===== src/rtl/pipeline_ctrl_if.sv =====
// Signal bundle between the five-stage pipeline datapath and its hazard/memory controller.
// sram_start/sram_ready: start pulses once per access and ready may arrive on any later wait cycle; ready outside a wait is ignored.
interface pipeline_ctrl_if;
  logic        id_valid;
  logic [3:0]  id_src1;
  logic [3:0]  id_src2;
  logic        id_two_src;
  logic        exe_wb_en;
  logic [3:0]  exe_dest;
  logic        exe_mem_r_en;
  logic        mem_wb_en;
  logic [3:0]  mem_dest;
  logic        fwd_en;
  logic        branch_taken;
  logic        mem_access;
  logic        sram_ready;
  logic        freeze_if;
  logic        flush_ifreg;
  logic        flush_idreg;
  logic        freeze_all;
  logic        sram_start;
  logic        mem_err;
  logic [15:0] stall_cnt;

  modport master (
    output id_valid, id_src1, id_src2, id_two_src, exe_wb_en, exe_dest, exe_mem_r_en,
           mem_wb_en, mem_dest, fwd_en, branch_taken, mem_access, sram_ready,
    input  freeze_if, flush_ifreg, flush_idreg, freeze_all, sram_start, mem_err, stall_cnt
  );

  modport slave (
    input  id_valid, id_src1, id_src2, id_two_src, exe_wb_en, exe_dest, exe_mem_r_en,
           mem_wb_en, mem_dest, fwd_en, branch_taken, mem_access, sram_ready,
    output freeze_if, flush_ifreg, flush_idreg, freeze_all, sram_start, mem_err, stall_cnt
  );
endinterface


===== src/rtl/pipeline_ctrl.sv =====
// Pipeline controller: RAW/load-use hazard detection, branch flush, and a bounded SRAM wait FSM.
// state_dbg exposes the memory FSM state (0 idle, 1 waiting, 2 done).
module pipeline_ctrl #(
  parameter int unsigned MAX_WAIT = 8
) (
  input  logic             clk,
  input  logic             rst,
  pipeline_ctrl_if.slave   bus,
  output logic [1:0]       state_dbg
);
  typedef enum logic [1:0] {IDLE = 2'd0, MEM_WAIT = 2'd1, MEM_DONE = 2'd2} state_t;

  localparam logic [7:0] WAIT_LAST = 8'(MAX_WAIT - 1);

  state_t      state_q, state_d;
  logic [7:0]  wait_q, wait_d;
  logic        err_q, err_d;
  logic [15:0] stall_q;
  logic        exe_match, mem_match, hazard;
  logic        freeze_all_c, start_c, freeze_if_c, flush_if_c, flush_id_c;

  always_comb begin
    exe_match = bus.exe_wb_en & ((bus.exe_dest == bus.id_src1) |
                                 (bus.id_two_src & (bus.exe_dest == bus.id_src2)));
    mem_match = bus.mem_wb_en & ((bus.mem_dest == bus.id_src1) |
                                 (bus.id_two_src & (bus.mem_dest == bus.id_src2)));
    // With forwarding only a load in EXE cannot be bypassed in time.
    if (bus.fwd_en) hazard = bus.id_valid & bus.exe_mem_r_en & exe_match;
    else            hazard = bus.id_valid & (exe_match | mem_match);
  end

  always_comb begin
    state_d      = state_q;
    wait_d       = wait_q;
    err_d        = err_q;
    freeze_all_c = 1'b0;
    start_c      = 1'b0;
    case (state_q)
      IDLE: begin
        if (bus.mem_access) begin
          state_d      = MEM_WAIT;
          wait_d       = 8'd0;
          freeze_all_c = 1'b1;
          start_c      = 1'b1;
        end
      end
      MEM_WAIT: begin
        freeze_all_c = 1'b1;
        // Ready wins over a timeout landing in the same cycle.
        if (bus.sram_ready) begin
          state_d = MEM_DONE;
        end else if (wait_q == WAIT_LAST) begin
          state_d = MEM_DONE;
          err_d   = 1'b1;
        end else begin
          wait_d = wait_q + 8'd1;
        end
      end
      MEM_DONE: state_d = IDLE;
      default:  state_d = IDLE;
    endcase
  end

  always_comb begin
    freeze_if_c = 1'b0;
    flush_if_c  = 1'b0;
    flush_id_c  = 1'b0;
    if (freeze_all_c) begin
      freeze_if_c = 1'b1;
    end else if (bus.branch_taken) begin
      flush_if_c = 1'b1;
      flush_id_c = 1'b1;
    end else if (hazard) begin
      freeze_if_c = 1'b1;
      flush_id_c  = 1'b1;
    end
  end

  always_ff @(posedge clk) begin
    if (rst) begin
      state_q <= IDLE;
      wait_q  <= 8'd0;
      err_q   <= 1'b0;
      stall_q <= 16'd0;
    end else begin
      state_q <= state_d;
      wait_q  <= wait_d;
      err_q   <= err_d;
      if (freeze_if_c && (stall_q != 16'hFFFF)) stall_q <= stall_q + 16'd1;
    end
  end

  // Reset forces every output low in the reset cycle itself.
  assign bus.freeze_if   = freeze_if_c & ~rst;
  assign bus.flush_ifreg = flush_if_c & ~rst;
  assign bus.flush_idreg = flush_id_c & ~rst;
  assign bus.freeze_all  = freeze_all_c & ~rst;
  assign bus.sram_start  = start_c & ~rst;
  assign bus.mem_err     = err_q & ~rst;
  assign bus.stall_cnt   = rst ? 16'd0 : stall_q;
  assign state_dbg       = rst ? 2'd0 : state_q;
endmodule

===== src/flat_wrapper.sv =====
// flat-port wrapper written by rule: the top's interface ports become plain ports
module pipeline_ctrl_flat 
#(
  parameter int unsigned MAX_WAIT = 8
)
  (clk, rst, state_dbg, bus_id_valid, bus_id_src1, bus_id_src2, bus_id_two_src, bus_exe_wb_en, bus_exe_dest, bus_exe_mem_r_en, bus_mem_wb_en, bus_mem_dest, bus_fwd_en, bus_branch_taken, bus_mem_access, bus_sram_ready, bus_freeze_if, bus_flush_ifreg, bus_flush_idreg, bus_freeze_all, bus_sram_start, bus_mem_err, bus_stall_cnt);
  pipeline_ctrl_if bus_i ();
  input  logic clk;
  input  logic rst;
  output logic [1:0] state_dbg;
  input wire logic [$bits(bus_i.id_valid)-1:0] bus_id_valid;
  input wire logic [$bits(bus_i.id_src1)-1:0] bus_id_src1;
  input wire logic [$bits(bus_i.id_src2)-1:0] bus_id_src2;
  input wire logic [$bits(bus_i.id_two_src)-1:0] bus_id_two_src;
  input wire logic [$bits(bus_i.exe_wb_en)-1:0] bus_exe_wb_en;
  input wire logic [$bits(bus_i.exe_dest)-1:0] bus_exe_dest;
  input wire logic [$bits(bus_i.exe_mem_r_en)-1:0] bus_exe_mem_r_en;
  input wire logic [$bits(bus_i.mem_wb_en)-1:0] bus_mem_wb_en;
  input wire logic [$bits(bus_i.mem_dest)-1:0] bus_mem_dest;
  input wire logic [$bits(bus_i.fwd_en)-1:0] bus_fwd_en;
  input wire logic [$bits(bus_i.branch_taken)-1:0] bus_branch_taken;
  input wire logic [$bits(bus_i.mem_access)-1:0] bus_mem_access;
  input wire logic [$bits(bus_i.sram_ready)-1:0] bus_sram_ready;
  output wire logic [$bits(bus_i.freeze_if)-1:0] bus_freeze_if;
  output wire logic [$bits(bus_i.flush_ifreg)-1:0] bus_flush_ifreg;
  output wire logic [$bits(bus_i.flush_idreg)-1:0] bus_flush_idreg;
  output wire logic [$bits(bus_i.freeze_all)-1:0] bus_freeze_all;
  output wire logic [$bits(bus_i.sram_start)-1:0] bus_sram_start;
  output wire logic [$bits(bus_i.mem_err)-1:0] bus_mem_err;
  output wire logic [$bits(bus_i.stall_cnt)-1:0] bus_stall_cnt;
  assign bus_i.id_valid = bus_id_valid;
  assign bus_i.id_src1 = bus_id_src1;
  assign bus_i.id_src2 = bus_id_src2;
  assign bus_i.id_two_src = bus_id_two_src;
  assign bus_i.exe_wb_en = bus_exe_wb_en;
  assign bus_i.exe_dest = bus_exe_dest;
  assign bus_i.exe_mem_r_en = bus_exe_mem_r_en;
  assign bus_i.mem_wb_en = bus_mem_wb_en;
  assign bus_i.mem_dest = bus_mem_dest;
  assign bus_i.fwd_en = bus_fwd_en;
  assign bus_i.branch_taken = bus_branch_taken;
  assign bus_i.mem_access = bus_mem_access;
  assign bus_i.sram_ready = bus_sram_ready;
  assign bus_freeze_if = bus_i.freeze_if;
  assign bus_flush_ifreg = bus_i.flush_ifreg;
  assign bus_flush_idreg = bus_i.flush_idreg;
  assign bus_freeze_all = bus_i.freeze_all;
  assign bus_sram_start = bus_i.sram_start;
  assign bus_mem_err = bus_i.mem_err;
  assign bus_stall_cnt = bus_i.stall_cnt;
  pipeline_ctrl #(.MAX_WAIT(MAX_WAIT)) u_core (.clk(clk), .rst(rst), .bus(bus_i), .state_dbg(state_dbg));
endmodule

===== config.mk =====
export PLATFORM = sky130hd
export DESIGN_NAME = pipeline_ctrl_flat
export DESIGN_NICKNAME = d
export VERILOG_FILES = /design/src/rtl/pipeline_ctrl_if.sv /design/src/rtl/pipeline_ctrl.sv /design/src/flat_wrapper.sv
export SDC_FILE = /design/constraint.sdc
export NUM_CORES = 1
export LEC_CHECK = 0
export CAP_MARGIN = 20
export CELL_PAD_IN_SITES_DETAIL_PLACEMENT = 0
export CELL_PAD_IN_SITES_GLOBAL_PLACEMENT = 1
export CORE_UTILIZATION = 35
export CTS_CLUSTER_DIAMETER = 40
export CTS_CLUSTER_SIZE = 24
export DETAILED_ROUTE_END_ITERATION = 8
export PLACE_DENSITY = 0.84
export SYNTH_ARGS = -nofsm -noshare
export SYNTH_HDL_FRONTEND = slang
export SYNTH_SLANG_ARGS = --single-unit

===== constraint.sdc =====
create_clock -name clk -period 6.6 [get_ports clk]
set_clock_uncertainty 0.15 [all_clocks]
set_input_delay 1.32 -clock clk [delete_from_list [all_inputs] [get_ports clk]]
set_output_delay 1.32 -clock clk [all_outputs]
set_load 0.03 [all_outputs]

==> results of run 1 <==
worst register-to-register path, delay by kind of cell (launching register included):
kind               cells  cell delay, ns
and+or+nand+nor        5            1.21
muxes                  1            0.31
AOI/OAI and AO/OA      1            0.28
DFF                    1            0.41
area by class of cell:
type                            instances  area share, %
Inverter                                4          0.663
Clock buffer                            3           1.82
Tap cell                               52           2.87
Sequential cell                        27           23.9
Clock inverter                          1          0.221
Timing Repair Buffer                   51           22.4
Multi-Input combinational cell        164           48.1
per-layer routing:
metal,part of all wire (%),GRT usage (%),wire length (um),vias up
met5,0,0,0,-
met4,0.94,4.67,34,0
met3,6.2,2.14,225,2
met2,45,26.4,1630,38
met1,48,19.3,1730,668
li1,-,-,-,790
logic make-up (layout without fill, tap and decap cells):
group	after synthesis	after routing	share of synthesized area, %
flops	27	27	32.6
xor+xnor	25	25	13.2
mux	11	11	7.31
compound gates	21	21	9.13
simple gates	105	105	34.5
buf+inv	8	59	1.81
fa+ha+maj	2	2	1.51
power by group through the flow:
stage               sequential [W]  clock [W]  combinational [W]
floorplan                 0.000173          0          0.0000422
global route              0.000171   0.000102          0.0000819
detailed placement        0.000174          0          0.0000750
global placement          0.000174          0          0.0000747
CTS                       0.000171  0.0000974          0.0000756
finish                    0.000171  0.0000942          0.0000745
registers in the layout, summed over array words and instances (netlist names):
register        cells
u_core.state_q      2
u_core.stall_q     16
u_core.err_q        1
u_core.wait_q       8
layout by cell type, fill, tap and decap left out, types with 2 or more instances in the layout:
| master | netlist | final |
|---|---|---|
| xor2_1 | 7 | 7 |
| a21oi_1 | 5 | 5 |
| dfxtp_1 | 27 | 27 |
| o22ai_1 | 2 | 2 |
| o31ai_1 | 2 | 2 |
| xnor2_1 | 18 | 18 |
| nand3_1 | 10 | 10 |
| nor3b_1 | 2 | 2 |
| nor2_1 | 32 | 32 |
| ha_1 | 2 | 2 |
| mux2_2 | 4 | 4 |
| mux2_1 | 5 | 5 |
| nand4_1 | 5 | 5 |
| nor3_1 | 4 | 4 |
| or2_2 | 3 | 3 |
| and3_1 | 4 | 4 |
| nand2_1 | 10 | 10 |
| inv_1 | 4 | 4 |
| nor2b_1 | 21 | 21 |
| clkbuf_8 | 0 | 3 |
| clkdlybuf4s50_1 | 0 | 50 |
| nor4b_1 | 2 | 2 |
| mux2i_1 | 2 | 2 |
| nand2b_1 | 2 | 2 |
| o21ai_0 | 5 | 5 |
worst min-delay path by stage:
stage / start / endpoint / depth (start not counted)
4_1_cts: u_core.stall_q[12]$_SDFFE_PP0P_ / u_core.stall_q[12]$_SDFFE_PP0P_ / 1
6_report: u_core.stall_q[12]$_SDFFE_PP0P_ / u_core.stall_q[12]$_SDFFE_PP0P_ / 1
3_5_place_dp: u_core.stall_q[12]$_SDFFE_PP0P_ / u_core.stall_q[12]$_SDFFE_PP0P_ / 1
3_3_place_gp: u_core.wait_q[7]$_SDFFE_PP0P_ / u_core.wait_q[7]$_SDFFE_PP0P_ / 2
2_1_floorplan: u_core.stall_q[12]$_SDFFE_PP0P_ / u_core.stall_q[12]$_SDFFE_PP0P_ / 1
5_1_grt: u_core.stall_q[12]$_SDFFE_PP0P_ / u_core.stall_q[12]$_SDFFE_PP0P_ / 1
stage by stage:
| stage | hold WS [ns] | cell area [um2] | setup slack, ns | total power, W |
|---|---|---|---|---|
| floorplan | 0.314 | 1660 | 2.54 | 0.000216 |
| global placement | 0.346 | 2220 | 1.63 | 0.000249 |
| detailed placement | 0.354 | 2220 | 1.61 | 0.000249 |
| CTS | 0.369 | 2260 | 1.61 | 0.000344 |
| global route | 0.402 | 2260 | 1.46 | 0.000355 |
| finish | 0.369 | 2260 | 1.64 | 0.000339 |
==> results.ini, run 1 <==
[status]
status=complete, but fails checks
violations=DRC

[worst_setup_path]
cp-endpoint=bus_stall_cnt[15]
worstSetupStartpointType=input pin
cp_top_family=buffers and inverters
reg2reg_from=u_core.stall_q[3]$_SDFFE_PP0P_
cp_slowest_cell=clkdlybuf4s50_1
crit_type=input pin to output pin
reg2reg_depth=7
crit_path_frequent_cell=clkdlybuf4s50_1
worstPathRequired_ns=5.13
crit_buf_inv=3
crit_fanout=30
crit_start=rst
reg2reg_slack_ns=4.14
path_depth=4
slowest_delay_ns=0.89
cp.arrival_ns=3.49
end_kind=output pin
rr_endpoint=u_core.stall_q[10]$_SDFFE_PP0P_
crit_chain=clkdlybuf4s50_1 -> buf_4 -> nor2b_1 -> clkdlybuf4s50_1

[power_and_ir_drop]
p_int_w=0.000247
vdd_drop_max_uv=95.4
p_seq_share_pct=50.3
clkPwrFrac_pct=27.8
sw_frac_of_total_pct=27.1
powerDensity_nw_per_um2=150
total_leakage_power_nw=0.825
switchingPower_w=0.0000920
power_frac_comb_pct=21.9

[final_layout]
drive_gt1_share_pct=7.60
synthToLayoutAreaGrowth_pct=36.4
fin_nets=280
regArea_um2=541
diodes=0
fin_util_pct=50.9
n_fill_cell=457
layout.cells.non_filler=302
multiInputGateArea_um2=1090

[logic_synthesis]
synth_warnings=0
yosys.area.top_type=dfxtp_1
synthesis.nets=228
async_flop_share_pct=0
synthTopCellsByArea=dfxtp_1 (33%), xnor2_1 (9.5%), nor2b_1 (7.9%), nor2_1 (7.2%), xor2_1 (3.7%)
yosysUniqueCellTypes=41
netlist_area_um2=1660
synthCells=199
synth_seq_cells=27
yosys-top-cells-count=nor2_1 (32), dfxtp_1 (27), nor2b_1 (21)
synth_top_area_share_pct=32.6
ys_seq_area_share_pct=32.6
synth-edff-count=0
synth.most_common_cell=nor2_1
synth.avg_cell_area_um2=8.34
yosys_most_used_dff=dfxtp_1

[die]
row_count=24
die_w_um=70.9
die_y_um=70.9
ioPinCount=51
initial_utilization_pct=37.3
core_um2=4440
dieArea_um2=5020

[global_route]
grt_max_degree=31
grt_pass1_wl_um=6180
grt-ovfl-total=0
antenna_found_initial=0
grt_pass1_vias=1482
grtUsageTotal_pct=15.1

[cts]
cts-resized-gates=0
cts_max_path_buffers=2
clockRootBuffer=clkbuf_8
cts_made_buffers=3
post_cts_buffers=0
hold_buffers=0
clock_sinks=27
clkLatencyLatePin_ns=0.27
cts_tree=built
htreeDepth=1
clk_pin_slew_worst_paths_ns=0.09

[route]
drt_iter0_markers=42
wl_per_cell_um=12.0
ant_nets=0
vias=1498
dr.pass1.iters=6
drc=14
wirelength_um=3630
routed_via_density=4.96

[placement]
dp_hpwl_um=2830
numPlacedInstances=298
numPortBuffers=50
globalplace.congestion=0.744

[sta]
slew_headroom_pct=37.2
fin_crit_ns=4.96
setup_viol=0
finalCritPeriodShare_pct=75.1
hold_viol=0
final-max-slew-violation-count=0
fmax_mhz=202
tns_ns=0
tightest_slew_ns=0.939
rsz0062_at_grt=false

[hold_path]
hp-class=flop to flop

[run]
drv_cap=0

No activity file was read; power rests on OpenSTA's default activity.
==> inputs of run 2 (changes only) <==
--- a/config.mk
+++ b/config.mk
@@ -8,11 +8,11 @@
 export CAP_MARGIN = 20
 export CELL_PAD_IN_SITES_DETAIL_PLACEMENT = 0
 export CELL_PAD_IN_SITES_GLOBAL_PLACEMENT = 1
-export CORE_UTILIZATION = 35
+export CORE_UTILIZATION = 30
 export CTS_CLUSTER_DIAMETER = 40
 export CTS_CLUSTER_SIZE = 24
 export DETAILED_ROUTE_END_ITERATION = 8
-export PLACE_DENSITY = 0.84
+export PLACE_DENSITY = 0.77
 export SYNTH_ARGS = -nofsm -noshare
 export SYNTH_HDL_FRONTEND = slang
 export SYNTH_SLANG_ARGS = --single-unit
==> constraint.sdc (replaced) <==
create_clock -name clk -period 4.45 [get_ports clk]
set_clock_uncertainty 0.15 [all_clocks]
set_input_delay 0.89 -clock clk [delete_from_list [all_inputs] [get_ports clk]]
set_output_delay 0.89 -clock clk [all_outputs]
set_load 0.03 [all_outputs]
==> results.ini, run 2 (synthesis results as in run 1) <==
[status]
status=finished clean

[route]
drc=0
dr.pass1.iters=4
wl_per_cell_um=12.2
ant_nets=0
drt_iter0_markers=30
routed_via_density=4.80
vias=1536
wirelength_um=3920

[cts]
cts_made_buffers=3
post_cts_buffers=0
htreeDepth=1
hold_buffers=0
cts-resized-gates=0
clock_sinks=27
clk_pin_slew_worst_paths_ns=0.09
cts_tree=built
clkLatencyLatePin_ns=0.27
cts_max_path_buffers=2
clockRootBuffer=clkbuf_8

[worst_setup_path]
cp_top_family=buffers and inverters
end_kind=output pin
cp.arrival_ns=2.97
worstPathRequired_ns=3.41
path_depth=9
rr_endpoint=u_core.stall_q[6]$_SDFFE_PP0P_
cp-endpoint=bus_flush_idreg
crit_chain=clkdlybuf4s50_1 -> xnor2_1 -> nand4_1 -> o22ai_1 -> nor2_1 -> inv_1 -> a21oi_1 -> nor3_1 -> clkdlybuf4s50_1
crit_type=input pin to output pin
slowest_delay_ns=0.71
worstSetupStartpointType=input pin
crit_buf_inv=3
reg2reg_depth=7
reg2reg_from=u_core.stall_q[3]$_SDFFE_PP0P_
reg2reg_slack_ns=1.98
crit_start=bus_exe_dest[2]
crit_path_frequent_cell=clkdlybuf4s50_1
cp_slowest_cell=clkdlybuf4s50_1
crit_fanout=3

[final_layout]
fin_nets=280
synthToLayoutAreaGrowth_pct=37.7
registers.top_by_ff_count=u_core.stall_q
mostFrequentLayoutCell=clkdlybuf4s50_1
reg_top3=u_core.stall_q (16), u_core.wait_q (8), u_core.state_q (2)
drive_gt1_share_pct=7.20
largest_reg_flops=16
diodes=0
final_cell_mix=clkdlybuf4s50_1 (50), nor2_1 (32), dfxtp_1 (27), nor2b_1 (21), xnor2_1 (18)
n_fill_cell=564

[power_and_ir_drop]
clkPwrFrac_pct=27.5
p_seq_share_pct=50.4
power_frac_comb_pct=22.1
powerDensity_nw_per_um2=220
switchingPower_w=0.000135
p_int_w=0.000368
vdd_drop_max_uv=88.1
total_leakage_power_nw=0.823
sw_frac_of_total_pct=26.8

[placement]
globalplace.congestion=0.855
dp_hpwl_um=2880
numPortBuffers=50

[sta]
setup_viol=0
rsz0062_at_grt=false
tns_ns=0
hold_viol=0
fmax_mhz=249
slew_headroom_pct=65.9
worst_hold_slack_ns=0.371
tightest_slew_ns=0.511
finalCritPeriodShare_pct=90.2
final-max-slew-violation-count=0
fin_crit_ns=4.01

[die]
dieArea_um2=5830
ioPinCount=51
row_count=26
core_um2=5200
initial_utilization_pct=31.9
die_w_um=76.4
die_y_um=76.4

[global_route]
grt_pass1_vias=1534
grt-ovfl-total=0
grt_pass1_wl_um=6740
grtUsageTotal_pct=13.9
grt_max_degree=44
antenna_found_initial=0

[run]
drv_cap=0

[hold_path]
hp-class=flop to flop

## run 2: changes by cell type in the layout (fill, tap and decap cells not counted)
cell,delta
clkinv_2,-1
clkbuf_1,+1
## run 2: power groups by stage
| stage | Clock (W) | Sequential (W) | Combinational [W] |
|---|---|---|---|
| 6_report | 0.000138 | 0.000253 | 0.000111 |
| 5_1_grt | 0.000154 | 0.000254 | 0.000121 |
| 4_1_cts | 0.000144 | 0.000253 | 0.000113 |
| 2_1_floorplan | 0 | 0.000257 | 0.0000626 |
| 3_3_place_gp | 0 | 0.000259 | 0.000112 |
| 3_5_place_dp | 0 | 0.000259 | 0.000112 |
## run 2: worst min-delay path by stage
| stage | startpoint | to | slack (ns) | depth (start not counted) |
|---|---|---|---|---|
| 2_1_floorplan | u_core.stall_q[12]$_SDFFE_PP0P_ | u_core.stall_q[12]$_SDFFE_PP0P_ | 0.31 | 1 |
| 3_3_place_gp | u_core.wait_q[7]$_SDFFE_PP0P_ | u_core.wait_q[7]$_SDFFE_PP0P_ | 0.34 | 2 |
| 3_5_place_dp | u_core.wait_q[7]$_SDFFE_PP0P_ | u_core.wait_q[7]$_SDFFE_PP0P_ | 0.35 | 2 |
| 4_1_cts | u_core.wait_q[7]$_SDFFE_PP0P_ | u_core.wait_q[7]$_SDFFE_PP0P_ | 0.37 | 2 |
| 5_1_grt | u_core.stall_q[12]$_SDFFE_PP0P_ | u_core.stall_q[12]$_SDFFE_PP0P_ | 0.40 | 1 |
| 6_report | u_core.stall_q[12]$_SDFFE_PP0P_ | u_core.stall_q[12]$_SDFFE_PP0P_ | 0.37 | 1 |
## run 2: final cells by class
type | instances | area [um2] | area share [%]
Timing Repair Buffer | 51 | 508 | 22.2
Clock buffer | 4 | 45.0 | 1.97
Tap cell | 70 | 87.6 | 3.83
Sequential cell | 27 | 541 | 23.7
Multi-Input combinational cell | 164 | 1090 | 47.6
Inverter | 4 | 15.0 | 0.657
## run 2: layer usage
layer | part of all wire [%] | GRT usage, % | vias to the layer above | wire length [um]
met5 | 0 | 0 | - | 0
met2 | 45 | 23.4 | 38 | 1760
li1 | - | - | 789 | -
met3 | 5.3 | 2.51 | 2 | 207
met4 | 0.87 | 4.62 | 0 | 34
met1 | 49 | 17.7 | 707 | 1920
## run 2: worst register-to-register path, cell delays in order (launching register included)
cell and delay (ns):
dfxtp_1 0.41, and4_4 0.29, nand3_4 0.10, or4_4 0.60, nand2_2 0.11, a2bb2oi_4 0.28, nor4b_1 0.11, mux2_1 0.31
## run 2: stage by stage
stage | cells | power, W | util, % | setup slack, ns | area, um2
after global placement | 316 | 0.000371 | 43.0 | 0.452 | 2240
after detailed placement | 316 | 0.000371 | 43.0 | 0.448 | 2240
after global routing | 320 | 0.000530 | 43.9 | 0.318 | 2280
after CTS | 320 | 0.000510 | 43.9 | 0.434 | 2280
after floorplan | 199 | 0.000320 | - | 1.25 | 1660
final | 320 | 0.000503 | 43.9 | 0.435 | 2280
==> inputs of run 3 (changes only) <==
--- a/config.mk
+++ b/config.mk
@@ -5,13 +5,13 @@
 export SDC_FILE = /design/constraint.sdc
 export NUM_CORES = 1
 export LEC_CHECK = 0
-export CAP_MARGIN = 20
+export CAP_MARGIN = 10
 export CELL_PAD_IN_SITES_DETAIL_PLACEMENT = 0
 export CELL_PAD_IN_SITES_GLOBAL_PLACEMENT = 1
 export CORE_UTILIZATION = 30
 export CTS_CLUSTER_DIAMETER = 40
-export CTS_CLUSTER_SIZE = 24
 export DETAILED_ROUTE_END_ITERATION = 8
+export GPL_ROUTABILITY_DRIVEN = 0
 export PLACE_DENSITY = 0.77
 export SYNTH_ARGS = -nofsm -noshare
 export SYNTH_HDL_FRONTEND = slang
==> results of run 3 <==
Same layout as run 2: the final DEF is identical, and so are final timing and power.
